`src/rtl/tlul_pkg.sv`:
```
// TL-UL bus types and the register-adapter state encoding shared by
// the adapter, its interface and its legality checker.
package tlul_pkg;

  localparam int unsigned TL_AW  = 32;
  localparam int unsigned TL_DW  = 32;
  localparam int unsigned TL_DBW = TL_DW / 8;
  localparam int unsigned TL_AIW = 8;
  localparam int unsigned TL_SZW = 2;

  typedef enum logic [2:0] {
    PutFullData    = 3'h0,
    PutPartialData = 3'h1,
    Get            = 3'h4
  } tl_a_op_e;

  typedef enum logic [2:0] {
    AccessAck     = 3'h0,
    AccessAckData = 3'h1
  } tl_d_op_e;

  // Opcode fields are plain vectors so that illegal encodings can be carried.
  typedef struct packed {
    logic              a_valid;
    logic [2:0]        a_opcode;
    logic [2:0]        a_param;
    logic [TL_SZW-1:0] a_size;
    logic [TL_AIW-1:0] a_source;
    logic [TL_AW-1:0]  a_address;
    logic [TL_DBW-1:0] a_mask;
    logic [TL_DW-1:0]  a_data;
    logic              d_ready;
  } tl_h2d_t;

  typedef struct packed {
    logic              d_valid;
    logic [2:0]        d_opcode;
    logic [2:0]        d_param;
    logic [TL_SZW-1:0] d_size;
    logic [TL_AIW-1:0] d_source;
    logic              d_sink;
    logic [TL_DW-1:0]  d_data;
    logic              d_error;
    logic              a_ready;
  } tl_d2h_t;

  typedef enum logic [1:0] {
    IDLE,
    REQ,
    RSP
  } reg_adp_state_e;

endpackage

```
`src/rtl/tlul_adapter_reg_if.sv`:
```
// TL-UL link between a host (master) and the register adapter (slave).
interface tlul_adapter_reg_if;

  tlul_pkg::tl_h2d_t tl_i;
  tlul_pkg::tl_d2h_t tl_o;

  modport slave  (input tl_i, output tl_o);
  modport master (output tl_i, input tl_o);

endinterface

```
`src/rtl/tlul_req_check.sv`:
```
// Combinational legality check of an A-channel request.
module tlul_req_check
  import tlul_pkg::*;
(
  input  logic [2:0]        opcode,
  input  logic [TL_SZW-1:0] size,
  input  logic [1:0]        addr_lo,
  input  logic [TL_DBW-1:0] mask,
  output logic              illegal
);

  logic op_ok;
  logic is_put;
  logic size_ok;
  logic align_ok;
  logic mask_ok;

  always_comb begin
    op_ok   = opcode inside {Get, PutFullData, PutPartialData};
    is_put  = (opcode == PutFullData) || (opcode == PutPartialData);
    size_ok = (size <= TL_SZW'(2));
    unique case (size)
      2'd0:    align_ok = 1'b1;
      2'd1:    align_ok = !addr_lo[0];
      2'd2:    align_ok = (addr_lo == 2'b00);
      default: align_ok = 1'b0;
    endcase
    // A full-word PutFull must write every byte lane.
    mask_ok = !(is_put && (mask == '0)) &&
              !((opcode == PutFullData) && (size == TL_SZW'(2)) && (mask != '1));
    illegal = !(op_ok && size_ok && align_ok && mask_ok);
  end

endmodule

```
`src/rtl/tlul_adapter_reg.sv`:
```
// TL-UL device responder driving a simple register bus, one request outstanding.
// Optional REQ-state timeout enabled by defining TLUL_ADAPTER_TIMEOUT_EN.
module tlul_adapter_reg
  import tlul_pkg::*;
#(
  parameter int unsigned REG_AW      = 8,
  parameter int unsigned TIMEOUT_CYC = 16
) (
  input  logic                clk_i,
  input  logic                rst_ni,
  tlul_adapter_reg_if.slave   tl,
  output logic                re_o,
  output logic                we_o,
  output logic [REG_AW-1:0]   addr_o,
  output logic [TL_DW-1:0]    wdata_o,
  output logic [TL_DBW-1:0]   be_o,
  input  logic [TL_DW-1:0]    rdata_i,
  input  logic                ack_i,
  input  logic                err_i
);

  reg_adp_state_e    state;
  logic              is_get;
  logic [2:0]        d_opcode;
  logic [TL_SZW-1:0] d_size;
  logic [TL_AIW-1:0] d_source;
  logic [TL_DW-1:0]  d_data;
  logic              d_error;
  logic              illegal;
  logic              a_ready;
  logic              accept;

  tlul_req_check u_req_check (
    .opcode  (tl.tl_i.a_opcode),
    .size    (tl.tl_i.a_size),
    .addr_lo (tl.tl_i.a_address[1:0]),
    .mask    (tl.tl_i.a_mask),
    .illegal (illegal)
  );

  assign a_ready = rst_ni && (state == IDLE);
  assign accept  = tl.tl_i.a_valid && a_ready;

`ifdef TLUL_ADAPTER_TIMEOUT_EN
  localparam int unsigned CntW = (TIMEOUT_CYC > 1) ? $clog2(TIMEOUT_CYC) : 1;
  logic [CntW-1:0] tmo_cnt;
`else
  logic unused_tmo;
  assign unused_tmo = TIMEOUT_CYC[0];
`endif

  always_ff @(posedge clk_i) begin
    if (!rst_ni) begin
      state    <= IDLE;
      is_get   <= 1'b0;
      addr_o   <= '0;
      wdata_o  <= '0;
      be_o     <= '0;
      d_opcode <= '0;
      d_size   <= '0;
      d_source <= '0;
      d_data   <= '0;
      d_error  <= 1'b0;
`ifdef TLUL_ADAPTER_TIMEOUT_EN
      tmo_cnt  <= '0;
`endif
    end else begin
      unique case (state)
        IDLE: begin
          if (accept) begin
            is_get   <= (tl.tl_i.a_opcode == Get);
            addr_o   <= tl.tl_i.a_address[REG_AW-1:0];
            wdata_o  <= tl.tl_i.a_data;
            be_o     <= tl.tl_i.a_mask;
            d_size   <= tl.tl_i.a_size;
            d_source <= tl.tl_i.a_source;
            // Only a legal Get returns data; an illegal Get-coded request is a plain ack.
            d_opcode <= ((tl.tl_i.a_opcode == Get) && !illegal) ? AccessAckData : AccessAck;
            d_data   <= '0;
            d_error  <= illegal;
            state    <= illegal ? RSP : REQ;
`ifdef TLUL_ADAPTER_TIMEOUT_EN
            tmo_cnt  <= '0;
`endif
          end
        end
        REQ: begin
          if (ack_i) begin
            d_error <= err_i;
            d_data  <= (is_get && !err_i) ? rdata_i : '0;
            state   <= RSP;
`ifdef TLUL_ADAPTER_TIMEOUT_EN
          end else if (tmo_cnt == CntW'(TIMEOUT_CYC - 1)) begin
            d_error <= 1'b1;
            d_data  <= '0;
            state   <= RSP;
          end else begin
            tmo_cnt <= tmo_cnt + CntW'(1);
`endif
          end
        end
        RSP: begin
          if (tl.tl_i.d_ready) state <= IDLE;
        end
        default: state <= IDLE;
      endcase
    end
  end

  assign re_o = (state == REQ) && is_get;
  assign we_o = (state == REQ) && !is_get;

  always_comb begin
    tl.tl_o          = '0;
    tl.tl_o.d_valid  = (state == RSP);
    tl.tl_o.d_opcode = d_opcode;
    tl.tl_o.d_size   = d_size;
    tl.tl_o.d_source = d_source;
    tl.tl_o.d_data   = d_data;
    tl.tl_o.d_error  = d_error;
    tl.tl_o.a_ready  = a_ready;
  end

  logic unused_a;
  assign unused_a = ^{tl.tl_i.a_param, tl.tl_i.a_address};

endmodule

```
`src/flat_wrapper.sv`:
```
// flat-port wrapper written by rule: the top's interface ports become plain ports
module tlul_adapter_reg_flat import tlul_pkg::*;
#(
  parameter int unsigned REG_AW      = 8,
  parameter int unsigned TIMEOUT_CYC = 16
)
  (clk_i, rst_ni, re_o, we_o, addr_o, wdata_o, be_o, rdata_i, ack_i, err_i, tl_tl_i, tl_tl_o);
  tlul_adapter_reg_if tl_i ();
  input  logic clk_i;
  input  logic rst_ni;
  output logic re_o;
  output logic we_o;
  output logic [REG_AW-1:0] addr_o;
  output logic [TL_DW-1:0] wdata_o;
  output logic [TL_DBW-1:0] be_o;
  input  logic [TL_DW-1:0] rdata_i;
  input  logic ack_i;
  input  logic err_i;
  input wire logic [$bits(tl_i.tl_i)-1:0] tl_tl_i;
  output wire logic [$bits(tl_i.tl_o)-1:0] tl_tl_o;
  assign tl_i.tl_i = tl_tl_i;
  assign tl_tl_o = tl_i.tl_o;
  tlul_adapter_reg #(.REG_AW(REG_AW), .TIMEOUT_CYC(TIMEOUT_CYC)) u_core (.clk_i(clk_i), .rst_ni(rst_ni), .tl(tl_i), .re_o(re_o), .we_o(we_o), .addr_o(addr_o), .wdata_o(wdata_o), .be_o(be_o), .rdata_i(rdata_i), .ack_i(ack_i), .err_i(err_i));
endmodule
```
`config.mk`:
```
export PLATFORM = sky130hd
export DESIGN_NAME = tlul_adapter_reg_flat
export DESIGN_NICKNAME = d
export VERILOG_FILES = /design/src/rtl/tlul_pkg.sv /design/src/rtl/tlul_adapter_reg_if.sv /design/src/rtl/tlul_req_check.sv /design/src/rtl/tlul_adapter_reg.sv /design/src/flat_wrapper.sv
export SDC_FILE = /design/constraint.sdc
export NUM_CORES = 1
export LEC_CHECK = 0
export CAP_MARGIN = 40
export CORE_AREA = 2 2 96 98
export DETAILED_ROUTE_END_ITERATION = 12
export DIE_AREA = 0 0 98 100
export MAX_ROUTING_LAYER = met4
export PLACE_DENSITY = 0.85
export SLEW_MARGIN = 25
export SYNTH_ARGS = -nofsm -noshare
export SYNTH_HDL_FRONTEND = slang
export SYNTH_SLANG_ARGS = --single-unit
export TNS_END_PERCENT = 50
```
`constraint.sdc`:
```
create_clock -name clk_i -period 3.6 [get_ports clk_i]
set_input_delay 1.08 -clock clk_i [delete_from_list [all_inputs] [get_ports clk_i]]
set_output_delay 1.08 -clock clk_i [all_outputs]
set_load 0.05 [all_outputs]
```
==> results.py, run 1 <==
metrics = {
    "power_and_ir_drop": {
        "p_leak_nw": 1.98,
        "vdd_drop_max_mv": 0.223,
        "p_per_area_nw_per_um2": 437,
    },
    "timing": {
        "fin_crit_ps": 3340,
        "fin_crit_sh": 0.928,
        "fmax_mhz": 299,
        "grt_setup_unrepaired": "no",
        "final-hold-violation-count": 0,
        "setup_viol": 0,
        "setup_tns_ps": 0,
        "whs_ps": 449,
        "worst_pin_slew_ps": 580,
        "relSlewSlack": 0.613,
        "slew_viol_final": 0,
        "final.setup_skew_ps": 7.95,
    },
    "detailed_routing": {
        "dr.pass1.iters": 4,
        "via_per_inst": 4.84,
        "drt_iter0_drc": 72,
        "routedWlPerCell_microns": 13.6,
        "drc": 0,
        "vias": 3322,
        "antenna_left": 0,
        "routed_wl_microns": 9360,
    },
    "placement": {
        "gp_congestion": 0.801,
        "dp_hpwl_microns": 6910,
        "io_buffers": 186,
        "dpl_cell_area_sq_um": 5210,
        "place_inst": 670,
    },
    "critical_path": {
        "critPathKind": "flip-flop to primary output",
        "crit_arrival_ps": 2260,
        "crit_path_end_kind": "primary output",
        "crit_path_max_fanout": 9,
        "required_ps": 2520,
        "cp-start-kind": "flip-flop",
    },
    "grt": {
        "antenna_found_initial": 0,
        "grt_pass1_wl_microns": 14700,
        "grt_max_degree": 60,
        "track_usage": 0.189,
        "grt_pass1_vias": 3143,
        "grt.overflow.total": 0,
    },
    "cells_and_area": {
        "final_nets": 693,
        "utilization": 0.615,
        "fin_cells": 687,
        "n_antenna_cell": 0,
        "drive_above_1_share": 0.0434,
        "area_growth_pct": 63.2,
        "final_area_sq_um": 5470,
    },
    "yosys": {
        "ys_ff_latch": 91,
        "ys.flop_type": "dfxtp_1",
        "synth_common_cells": "114 x nand2_1, 91 x dfxtp_1, 48 x o21ai_0",
        "yosysTopAreaCell": "dfxtp_1",
        "seq_area_frac_synth": 0.544,
        "syn_area_sq_um": 3350,
        "netlist_instances": 399,
        "avgSynthCellArea_sq_um": 8.39,
        "yosysTopAreaCellShare": 0.544,
        "synthDistinctLibCells": 33,
        "synth-edff-count": 0,
        "ys.warnings.count": 0,
        "synth.most_common_cell": "nand2_1",
        "synthTopCellsByArea": "dfxtp_1 54%, nand2_1 13%, o21ai_0 7.2%",
        "synthArstFlopShare": 0,
    },
    "floorplanning": {
        "io_pins": 220,
        "die_height_microns": 100,
        "fp.dieW_microns": 98,
        "rows": 35,
        "initial_core_util": 0.377,
        "core_area_sq_um": 8890,
        "die-area_sq_um": 9800,
    },
    "cts": {
        "post_cts_buffers": 0,
        "postCtsHoldBufs": 0,
        "clk_pin_slew_ps": 80,
        "cts_tree": "done",
        "cts-resized-gates": 0,
        "cts_made_buffers": 9,
        "cts_buffer_depth": 2,
        "insertion_delay_ps": 340,
        "root_buffer": "clkbuf_8",
        "htreeDepth": 3,
        "cts_sinks": 91,
    },
    "flow_run": {
        "cap_viol_max_count": 0,
    },
    "outcome": {
        "outcome": "completed",
    },
    "hold_path": {
        "hold_path.class": "flip-flop to flip-flop",
    },
}
## worst max-delay path: stages, from the launching register on
cell             delay, ps
dfxtp_1                480
nor2b_1                430
and2_1                 190
clkdlybuf4s50_1        820
## cell type report
| type | count | area, sq um |
|---|---|---|
| inverter | 1 | 3.75 |
| multi-input combinational | 276 | 1340 |
| fill | 770 | 3420 |
| timing repair buffer | 192 | 1940 |
| tap | 111 | 139 |
| sequential | 91 | 1820 |
| clock inverter | 4 | 72.6 |
| clock buffer | 12 | 155 |
## cells by family after synthesis
group | count (synthesis) | share of synthesized area
simple gates | 173 | 0.219
compound gates | 97 | 0.174
flops | 91 | 0.544
buf+inv | 37 | 0.0620
other cells | 1 | 0.00112
## per-stage QoR
step,power [mW],worst slack [ps]
finish,2.39,261
global route,2.50,111
CTS,2.41,269
detailed placement,1.64,625
global placement,1.63,542
floorplan,1.42,881
## worst paths after layout
check / from / end / slack, ps / depth (start not counted)
worst min-delay path: u_core.d_source[5]$_SDFFE_PN0P_ / u_core.d_source[5]$_SDFFE_PN0P_ / 450 / 2
worst max register to register: u_core.state[0]$_SDFFE_PN0P_ / u_core.d_data[13]$_SDFFE_PN0P_ / 1900 / 5
worst max-delay path: u_core.state[0]$_SDFFE_PN0P_ / re_o / 260 / 3
worst min register to register: u_core.d_source[5]$_SDFFE_PN0P_ / u_core.d_source[5]$_SDFFE_PN0P_ / 450 / 2
## cell usage in the layout, fill, tap and decap left out, drive strengths merged, types with 2 or more instances in the layout
cell / instances
nand3: 6
a21oi: 8
o21ai: 55
clkdlybuf4s50: 184
dfxtp: 91
and2: 2
conb: 6
a21o: 2
clkbuf: 12
nand4: 4
nor2: 32
a22oi: 27
nand2b: 3
nand2: 114
nor2b: 2
and4bb: 2
buf: 8
nor3: 2
bufinv: 2
a211oi: 2
## flip-flops by register name, summed over array words and instances, names as in the netlist
signal and count:
u_core.addr_o 8, u_core.be_o 4, u_core.d_data 32, u_core.d_error 1, u_core.d_opcode 1, u_core.d_size 2, u_core.d_source 8, u_core.is_get 1
u_core.state 2, u_core.wdata_o 32
## layer usage
layer / routed length [microns] / vias to the layer above / GRT usage
met5: 0 / - / -
met4: 208 / 0 / 0.0705
met3: 638 / 16 / 0.0543
met2: 4610 / 120 / 0.313
met1: 3910 / 1520 / 0.220
li1: - / 1666 / -
## power by group
part	internal (mW)	switching [mW]	total [mW]
logic	0.215	0.321	0.536
registers	1.06	0.0286	1.09
clock network	0.428	0.334	0.763
total	1.70	0.684	2.39
Note: power is estimated with default switching activity, not from simulation.
==> inputs of run 2 (changes only) <==
REMOVE_ABC_BUFFERS = 1   (was unset)
==> run 2 against run 1 <==
Effect of this change: global-route usage is 0.62 points higher; via count up 0.57%; flip-flop and latch count stayed put; non-clock buffer count shrank 1; power fell by 0.76%; sequential power hardly changed; hold slack better by 9.0 ps; cell area hardly changed; clock skew rose by 4.9 ps; worst setup slack improved by 4.1 ps; sequential share of layout area hardly changed; register-to-register slack improved by 20 ps.
==> results.py, run 2 (same netlist as run 1, synthesis figures left out) <==
metrics = {
    "outcome": {
        "outcome": "completed",
    },
    "timing": {
        "final-hold-violation-count": 0,
        "fmax_mhz": 300,
        "fin_crit_sh": 0.926,
        "setup_tns_ps": 0,
        "setup_viol": 0,
        "worst_pin_slew_ps": 575,
        "grt_setup_unrepaired": "no",
        "slew_viol_final": 0,
        "fin_crit_ps": 3340,
        "whs_ps": 458,
        "setup_slack_ps": 265,
        "final.setup_skew_ps": 12.9,
        "relSlewSlack": 0.617,
    },
    "cells_and_area": {
        "final_cell_mix": "184 x clkdlybuf4s50_1, 114 x nand2_1, 91 x dfxtp_1",
        "drive_above_1_share": 0.0435,
        "utilization": 0.614,
        "layout_commonest_cell": "clkdlybuf4s50_1",
        "reg.largest.list": "u_core.d_data x32, u_core.wdata_o x32",
        "area_growth_pct": 63.1,
        "final_nets": 692,
        "fin_cells": 686,
        "nFillCells": 764,
        "seq_area_sq_um": 1820,
        "n_antenna_cell": 0,
        "multi_input_area_sq_um": 1340,
    },
    "placement": {
        "dp_hpwl_microns": 6910,
        "pre_cts_slack_ps": 616,
        "gp_congestion": 0.800,
        "io_buffers": 186,
        "place_inst": 669,
    },
    "cts": {
        "clk_pin_slew_ps": 100,
        "cts_tree": "done",
        "cts-resized-gates": 0,
        "root_buffer": "clkbuf_8",
        "post_cts_buffers": 0,
        "htreeDepth": 3,
        "insertion_delay_ps": 350,
        "cts_made_buffers": 9,
        "postCtsHoldBufs": 0,
        "cts_buffer_depth": 2,
        "cts_sinks": 91,
    },
    "detailed_routing": {
        "drt_iter0_drc": 97,
        "met1_length_microns": 4190,
        "antenna_left": 0,
        "drc": 0,
        "top_layer_used": "met4",
        "dr_wl_met2_microns": 4440,
        "vias": 3341,
        "wl_met3_microns": 690,
        "via_per_inst": 4.87,
        "routed_wl_microns": 9430,
        "routedWlPerCell_microns": 13.8,
        "dr.pass1.iters": 4,
    },
    "grt": {
        "antenna_found_initial": 0,
        "grt_pass1_vias": 3137,
        "grt_pass1_wl_microns": 15200,
        "track_usage": 0.195,
        "grt.overflow.total": 0,
        "grt_max_degree": 83,
    },
    "critical_path": {
        "crit_path_end_kind": "primary output",
        "required_ps": 2520,
        "crit_arrival_ps": 2260,
        "crit_path_max_fanout": 9,
        "cp-start-kind": "flip-flop",
        "critPathKind": "flip-flop to primary output",
    },
    "power_and_ir_drop": {
        "pwr-share-clk": 0.313,
        "p_leak_nw": 1.98,
        "power_switching_uw": 736,
        "vdd_drop_max_mv": 0.238,
        "swShare": 0.311,
        "p_per_area_nw_per_um2": 434,
        "internal_power_mw": 1.63,
        "p_seq_frac": 0.459,
        "p_comb_frac": 0.227,
    },
    "floorplanning": {
        "rows": 35,
        "die_height_microns": 100,
        "core_area_sq_um": 8890,
        "fp.dieW_microns": 98,
        "initial_core_util": 0.377,
        "die-area_sq_um": 9800,
        "io_pins": 220,
    },
    "flow_run": {
        "cap_viol_max_count": 0,
    },
    "hold_path": {
        "hold_path.class": "flip-flop to flip-flop",
    },
}
[run 2: changes by cell type in the layout (fill, tap and decap cells not counted)]
| cell | before | now |
|---|---|---|
| buf_12 | 1 | 2 |
| buf_4 | 4 | 2 |
| clkinv_2 | 1 | 0 |
| inv_6 | 0 | 1 |
| clkbuf_1 | 1 | 0 |
| bufinv_16 | 2 | 1 |
| clkbuf_8 | 11 | 10 |
| inv_8 | 0 | 3 |
[run 2: power by group through the flow]
| stage | registers [mW] | clock network, mW | logic [mW] |
|---|---|---|---|
| 2_1_floorplan | 1.29 | 0 | 0.100 |
| 3_3_place_gp | 1.11 | 0 | 0.526 |
| 3_5_place_dp | 1.11 | 0 | 0.534 |
| 4_1_cts | 1.09 | 0.767 | 0.536 |
| 5_1_grt | 1.09 | 0.806 | 0.568 |
| 6_report | 1.09 | 0.742 | 0.539 |
[run 2: routing by layer]
| layer | track usage | vias to the layer above |
|---|---|---|
| met2 | 0.316 | 137 |
| met5 | - | - |
| met4 | 0.0588 | 0 |
| met1 | 0.242 | 1526 |
| met3 | 0.0508 | 10 |
| li1 | - | 1668 |
[run 2: worst paths after layout]
kind,startpoint,end,slack [ps],depth (start not counted)
worst max-delay path,u_core.state[0]$_SDFFE_PN0P_,re_o,260,3
worst min-delay path,u_core.d_source[2]$_SDFFE_PN0P_,u_core.d_source[2]$_SDFFE_PN0P_,460,2
worst max register to register,u_core.state[0]$_SDFFE_PN0P_,u_core.d_size[1]$_SDFFE_PN0P_,1920,3
worst min register to register,u_core.d_source[2]$_SDFFE_PN0P_,u_core.d_source[2]$_SDFFE_PN0P_,460,2
[run 2: critical path, cell delays in order, from the launching register on]
cell	delay, ps
dfxtp_1	480
nor2b_1	420
and2_1	190
clkdlybuf4s50_1	820
[run 2: final cells by class]
class | instances | area share
Clock buffer | 10 | 0.0252
Clock inverter | 6 | 0.0147
Sequential cell | 91 | 0.334
Tap cell | 111 | 0.0254
Inverter | 1 | 0.000687
Timing Repair Buffer | 191 | 0.355
Multi-Input combinational cell | 276 | 0.245
[run 2: per-stage QoR]
stage / total power [mW] / cell area (sq um)
after floorplan: 1.39 / 3160
after global placement: 1.63 / 5200
after detailed placement: 1.64 / 5220
after CTS: 2.39 / 5430
after global routing: 2.47 / 5460
final: 2.37 / 5460
==> edit 1: new RTL, settings of run 2 <==
Build with the macro `TLUL_ADAPTER_TIMEOUT_EN` defined.
--- a/src/rtl/tlul_adapter_reg.sv
+++ b/src/rtl/tlul_adapter_reg.sv
@@ -2,2 +2,4 @@
 // Optional REQ-state timeout enabled by defining TLUL_ADAPTER_TIMEOUT_EN.
+`define TLUL_ADAPTER_TIMEOUT_EN
+
 module tlul_adapter_reg
Check against the original RTL: same outputs for any inputs over 10 cycles, from zero or initial values and one cycle with rst_ni low; that may be too few to reach the edited logic, so the function may still have changed.
==> edit 1 against run 2 <==
Design area grew 2.9%; core utilization up 1.8 points; wire length is 1.7% lower; sequential cell count rose by 4; cell count is 2.0% higher; via count rose by 2.5%; area after synthesis is 6.5% higher; maximum frequency is 2.4% higher; worst setup slack gained 0.079 ns; total power is 0.54% lower; largest cell class unchanged; highest routed layer unchanged.
==> edit 1: results (changes against run 2) <==
<table>
<tr><th>Metric</th><th>Value</th></tr>
<tr><th colspan="2">Placed design</th></tr>
<tr><td>Weighted congestion at the end of routability-driven global placement</td><td>0.7925 (was 0.7996)</td></tr>
<tr><td>DP HPWL</td><td>6716 µm (was 6909 µm)</td></tr>
<tr><td>Post-placement cell count</td><td>684 (was 669)</td></tr>
<tr><td>Setup slack at placement</td><td>0.7194 ns (was 0.6159 ns)</td></tr>
<tr><th colspan="2">Logic synthesis</th></tr>
<tr><td>Async S/R FF share, synth</td><td>0 (unchanged)</td></tr>
<tr><td>Count of different cell masters after synthesis</td><td>39 (was 33)</td></tr>
<tr><td>Share of the yosys chip area belonging to registers</td><td>0.5333 (was 0.5439)</td></tr>
<tr><td>Mean cell area of the mapped netlist</td><td>8.593 µm² (was 8.395 µm²)</td></tr>
<tr><td>Top cells by instance count after synthesis</td><td>114 x nand2_1, 95 x dfxtp_1, 41 x o21ai_0, 37 x nor2_1, 32 x a22oi_1 (was 114 x nand2_1, 91 x dfxtp_1, 48 x o21ai_0, 32 x nor2_1, 27 x a22oi_1)</td></tr>
<tr><td>Ranking of synthesized cells by area</td><td>dfxtp_1 53%, nand2_1 12%, a22oi_1 6.7% (was dfxtp_1 54%, nand2_1 13%, o21ai_0 7.2%)</td></tr>
<tr><th colspan="2">Power</th></tr>
<tr><td>Leakage component of the power</td><td>2.035 nW (was 1.978 nW)</td></tr>
<tr><th colspan="2">Global routing</th></tr>
<tr><td>Number of global-route vias before repair</td><td>3122 (was 3137)</td></tr>
<tr><td>All-Layer GR Usage</td><td>0.1910 (was 0.1954)</td></tr>
<tr><td>Wire length of the first global-routing pass</td><td>14880 µm (was 15200 µm)</td></tr>
<tr><td>Maximum number of pins on one net before global-route repair</td><td>114 (was 83)</td></tr>
<tr><th colspan="2">Cells and area</th></tr>
<tr><td>Net count, final</td><td>707 (was 692)</td></tr>
<tr><td>Total area of multi-input combinational cells</td><td>1463 µm² (was 1339 µm²)</td></tr>
<tr><td>Proportion of layout cells with a drive suffix above 1</td><td>0.04924 (was 0.04348)</td></tr>
<tr><td>Fill count</td><td>755 (was 764)</td></tr>
<tr><th colspan="2">Drt</th></tr>
<tr><td>DR iter-0 viols</td><td>109 (was 97)</td></tr>
<tr><td>Pre-antenna DRT Iters</td><td>5 (was 4)</td></tr>
<tr><td>Via count normalized by instance count</td><td>4.893 (was 4.870)</td></tr>
<tr><td>Routed via count</td><td>3425 (was 3341)</td></tr>
<tr><td>Average wire per standard cell</td><td>13.24 µm (was 13.75 µm)</td></tr>
<tr><th colspan="2">Run status</th></tr>
<tr><td>Status</td><td>completed (unchanged)</td></tr>
<tr><th colspan="2">Setup path</th></tr>
<tr><td>Arrival @ worst endpoint</td><td>2.18 ns (was 2.26 ns)</td></tr>
<tr><td>Largest fanout on the critical path</td><td>10 (was 9)</td></tr>
<tr><th colspan="2">Timing</th></tr>
<tr><td>Final Skew</td><td>0.007650 ns (was 0.01289 ns)</td></tr>
<tr><td>Transition time at the pin with the least slew margin</td><td>0.6260 ns (was 0.5749 ns)</td></tr>
</table>
edit 1: cell count changes after synthesis, sizes merged, moves of 2 or more:
cell | run 2 | this run
buf | 22 | 24
nor2 | 32 | 37
a31oi | 0 | 2
a21oi | 8 | 4
dfxtp | 91 | 95
and3 | 1 | 4
nand4 | 4 | 2
a211oi | 2 | 0
a21o | 2 | 0
a22oi | 27 | 32
nand2b | 3 | 0
nor3 | 2 | 0
nand3 | 6 | 4
nor2b | 2 | 4
edit 1: final timing paths:
kind	end	slack, ns	cells after the start	start
min	u_core.be_o[3]$_SDFFE_PN0P_	0.45	2	u_core.be_o[3]$_SDFFE_PN0P_
max	we_o	0.34	3	u_core.state[0]$_SDFFE_PN0P_
min reg2reg	u_core.be_o[3]$_SDFFE_PN0P_	0.45	2	u_core.be_o[3]$_SDFFE_PN0P_
max reg2reg	u_core.d_data[20]$_SDFFE_PN0P_	1.85	6	u_core.tmo_cnt[0]$_SDFFE_PN0P_
edit 1: kinds of logic (layout without fill, tap and decap cells):
family,Yosys count,count (layout),synth area share
compound gates,102,102,0.1860
fa+ha+maj,1,1,0.003508
other cells,1,6,0.001052
mux,2,2,0.005965
simple gates,174,174,0.2049
flops,95,95,0.5333
xor+xnor,1,1,0.002457
buf+inv,39,208,0.06281
edit 1: layer usage:
metal | track usage | part of all wire | routed length [µm] | up-vias
met5 | - | 0 | 0 | -
li1 | - | - | - | 1726
met3 | 0.05292 | 0.074 | 690 | 11
met4 | 0.04915 | 0.0099 | 92 | 0
met2 | 0.3082 | 0.46 | 4303 | 157
met1 | 0.2384 | 0.45 | 4183 | 1531
edit 1: metrics by stage:
stage	instance area, µm²	total power (W)
after detailed placement	5424	0.001714
after floorplan	3364	0.001453
after CTS	5618	0.002387
after global placement	5424	0.001705
after global routing	5618	0.002466
final	5618	0.002355
edit 1: area by class of cell:
class,count,share of cell area
Inverter,1,0.0006682
Timing Repair Buffer,191,0.3412
Tap cell,111,0.02472
Multi-Input combinational cell,286,0.2604
Clock inverter,3,0.004454
Sequential cell,95,0.3385
Clock buffer,13,0.03007
edit 1: report_power, final:
group          total [W]  internal [W]  leakage (nW)  switching (W)
Combinational   0.000554      0.000220          1.16       0.000334
Clock           0.000668      0.000313        0.0963       0.000356
Sequential       0.00113       0.00111         0.777      0.0000282
edit 1: critical path, cell delays in order (launching register included):
cell and delay [ns]:
dfxtp_1 0.54, and2b_1 0.31, nor2b_1 0.18, clkdlybuf4s50_1 0.81
==> edit 2: new RTL, settings of run 2 <==
Made on the original files. The 3 states of `reg_adp_state_e` get a one-hot encoding in 3 bits.
--- a/src/rtl/tlul_pkg.sv
+++ b/src/rtl/tlul_pkg.sv
@@ -46,6 +46,6 @@
 
-  typedef enum logic [1:0] {
-    IDLE,
-    REQ,
-    RSP
+  typedef enum logic [2:0] {
+    IDLE = 3'b001,
+    REQ  = 3'b010,
+    RSP  = 3'b100
   } reg_adp_state_e;
Check against the original RTL: same outputs for any inputs over 10 cycles, from zero or initial values and one cycle with rst_ni low; not proved beyond that.
==> edit 2 against run 2 <==
Area after synthesis down 0.41%; wire length up 2.3%; core utilization down 0.084 points; total power down 1.7%; sequential cell count up 1; sequential share of layout area up 0.41 points; design area down 0.14%; worst setup slack better by 0.032 ns; largest power group unchanged; highest routed layer unchanged.
==> edit 2: results (changes against run 2) <==
<table>
<tr><th>Metric</th><th>Value</th></tr>
<tr><th colspan="2">Run status</th></tr>
<tr><td>Status</td><td>completed (unchanged)</td></tr>
<tr><th colspan="2">Logic synthesis</th></tr>
<tr><td>Top cells by instance count after synthesis</td><td>113 x nand2_1, 92 x dfxtp_1, 55 x nand3_1, 28 x a22o_2, 11 x clkbuf_1 (was 114 x nand2_1, 91 x dfxtp_1, 48 x o21ai_0, 32 x nor2_1, 27 x a22oi_1)</td></tr>
<tr><td>Ranking of synthesized cells by area</td><td>dfxtp_1 55%, nand2_1 13%, a22o_2 8.4% (was dfxtp_1 54%, nand2_1 13%, o21ai_0 7.2%)</td></tr>
<tr><td>Share of the yosys chip area belonging to registers</td><td>0.5521 (was 0.5439)</td></tr>
<tr><th colspan="2">Cells and area</th></tr>
<tr><td>Count of placed standard cells in the final layout, fillers left out</td><td>654 (was 686)</td></tr>
<tr><td>Proportion of layout cells with a drive suffix above 1</td><td>0.1087 (was 0.04348)</td></tr>
<tr><td>Number of inverters outside the clock class in the layout</td><td>0 (was 1)</td></tr>
<tr><td>Net count, final</td><td>660 (was 692)</td></tr>
<tr><th colspan="2">Timing</th></tr>
<tr><td>Remaining max-slew budget at the tightest pin</td><td>0.5612 (was 0.6167)</td></tr>
<tr><td>Final Skew</td><td>0.01196 ns (was 0.01289 ns)</td></tr>
<tr><td>Period utilisation layout</td><td>0.9175 (was 0.9264)</td></tr>
<tr><th colspan="2">Setup path</th></tr>
<tr><td>Largest fanout on the critical path</td><td>7 (was 9)</td></tr>
<tr><td>R2r endpoint</td><td>u_core.d_source[6]$_SDFFE_PN0P_ (was u_core.d_size[1]$_SDFFE_PN0P_)</td></tr>
<tr><td>R2r worst-path depth</td><td>5 (was 3)</td></tr>
<tr><td>Arrival @ worst endpoint</td><td>2.22 ns (was 2.26 ns)</td></tr>
<tr><th colspan="2">Global routing</th></tr>
<tr><td>Number of global-route vias before repair</td><td>3135 (was 3137)</td></tr>
<tr><th colspan="2">Placed design</th></tr>
<tr><td>Weighted congestion at the end of routability-driven global placement</td><td>0.8216 (was 0.7996)</td></tr>
<tr><td>Setup slack at placement</td><td>0.6462 ns (was 0.6159 ns)</td></tr>
<tr><th colspan="2">Drt</th></tr>
<tr><td>Met1 layer wirelength in the final routing</td><td>4137 µm (was 4188 µm)</td></tr>
<tr><th colspan="2">Power</th></tr>
<tr><td>Maximum ir drop on the vdd rail</td><td>0.2104 mV (was 0.2384 mV)</td></tr>
</table>
edit 2: cell count changes in the layout (fill, tap and decap cells not counted), sizes merged, moves of 3 or more:
| cell | delta |
|---|---|
| nor2 | -30 |
| a21oi | -5 |
| clkinv | +3 |
| nand3 | +49 |
| o21ai | -53 |
| nand4 | -3 |
| a22o | +32 |
| a22oi | -27 |
| inv | -3 |
edit 2: routing by layer:
layer / track usage / vias up
met1: 0.2369 / 1469
met2: 0.3383 / 140
met5: - / -
met4: 0.05556 / 0
met3: 0.04248 / 8
li1: - / 1571
edit 2: cell families (layout without fill, tap and decap cells):
logic type,count (synthesis),in the layout,synth area share
other,1,6,0.001124
multiplexers,1,1,0.003001
AND/OR/NAND/NOR,191,191,0.2644
buffers and inverters,32,207,0.05626
flip-flops,92,92,0.5521
AO/OA/AOI/OAI,46,46,0.1230
edit 2: critical path, stage by stage, from the launching register on:
cell and delay (ns):
dfxtp_1 0.40, or2b_1 0.26, or2_2 0.31, nor2_1 0.10
clkdlybuf4s50_1 0.80
edit 2: metrics by stage:
stage	area (µm²)	hold WS, ns	total power [W]
2_1_floorplan	3167	0.5073	0.001380
3_3_place_gp	5231	0.4410	0.001624
3_5_place_dp	5246	0.4448	0.001637
4_1_cts	5454	0.4599	0.002350
5_1_grt	5454	0.4807	0.002425
6_report	5454	0.4568	0.002328
edit 2: how the worst max path moves through the flow:
stage | from | to
finish | u_core.state[1]$_SDFFE_PN0P_ | we_o
global route | u_core.state[1]$_SDFFE_PN0P_ | we_o
CTS | u_core.state[1]$_SDFFE_PN0P_ | we_o
detailed placement | u_core.state[1]$_SDFFE_PN0P_ | we_o
global placement | tl_tl_i[85] | u_core.d_data[22]$_SDFFE_PN0P_
floorplan | rst_ni | u_core.is_get$_SDFFE_PN0P_
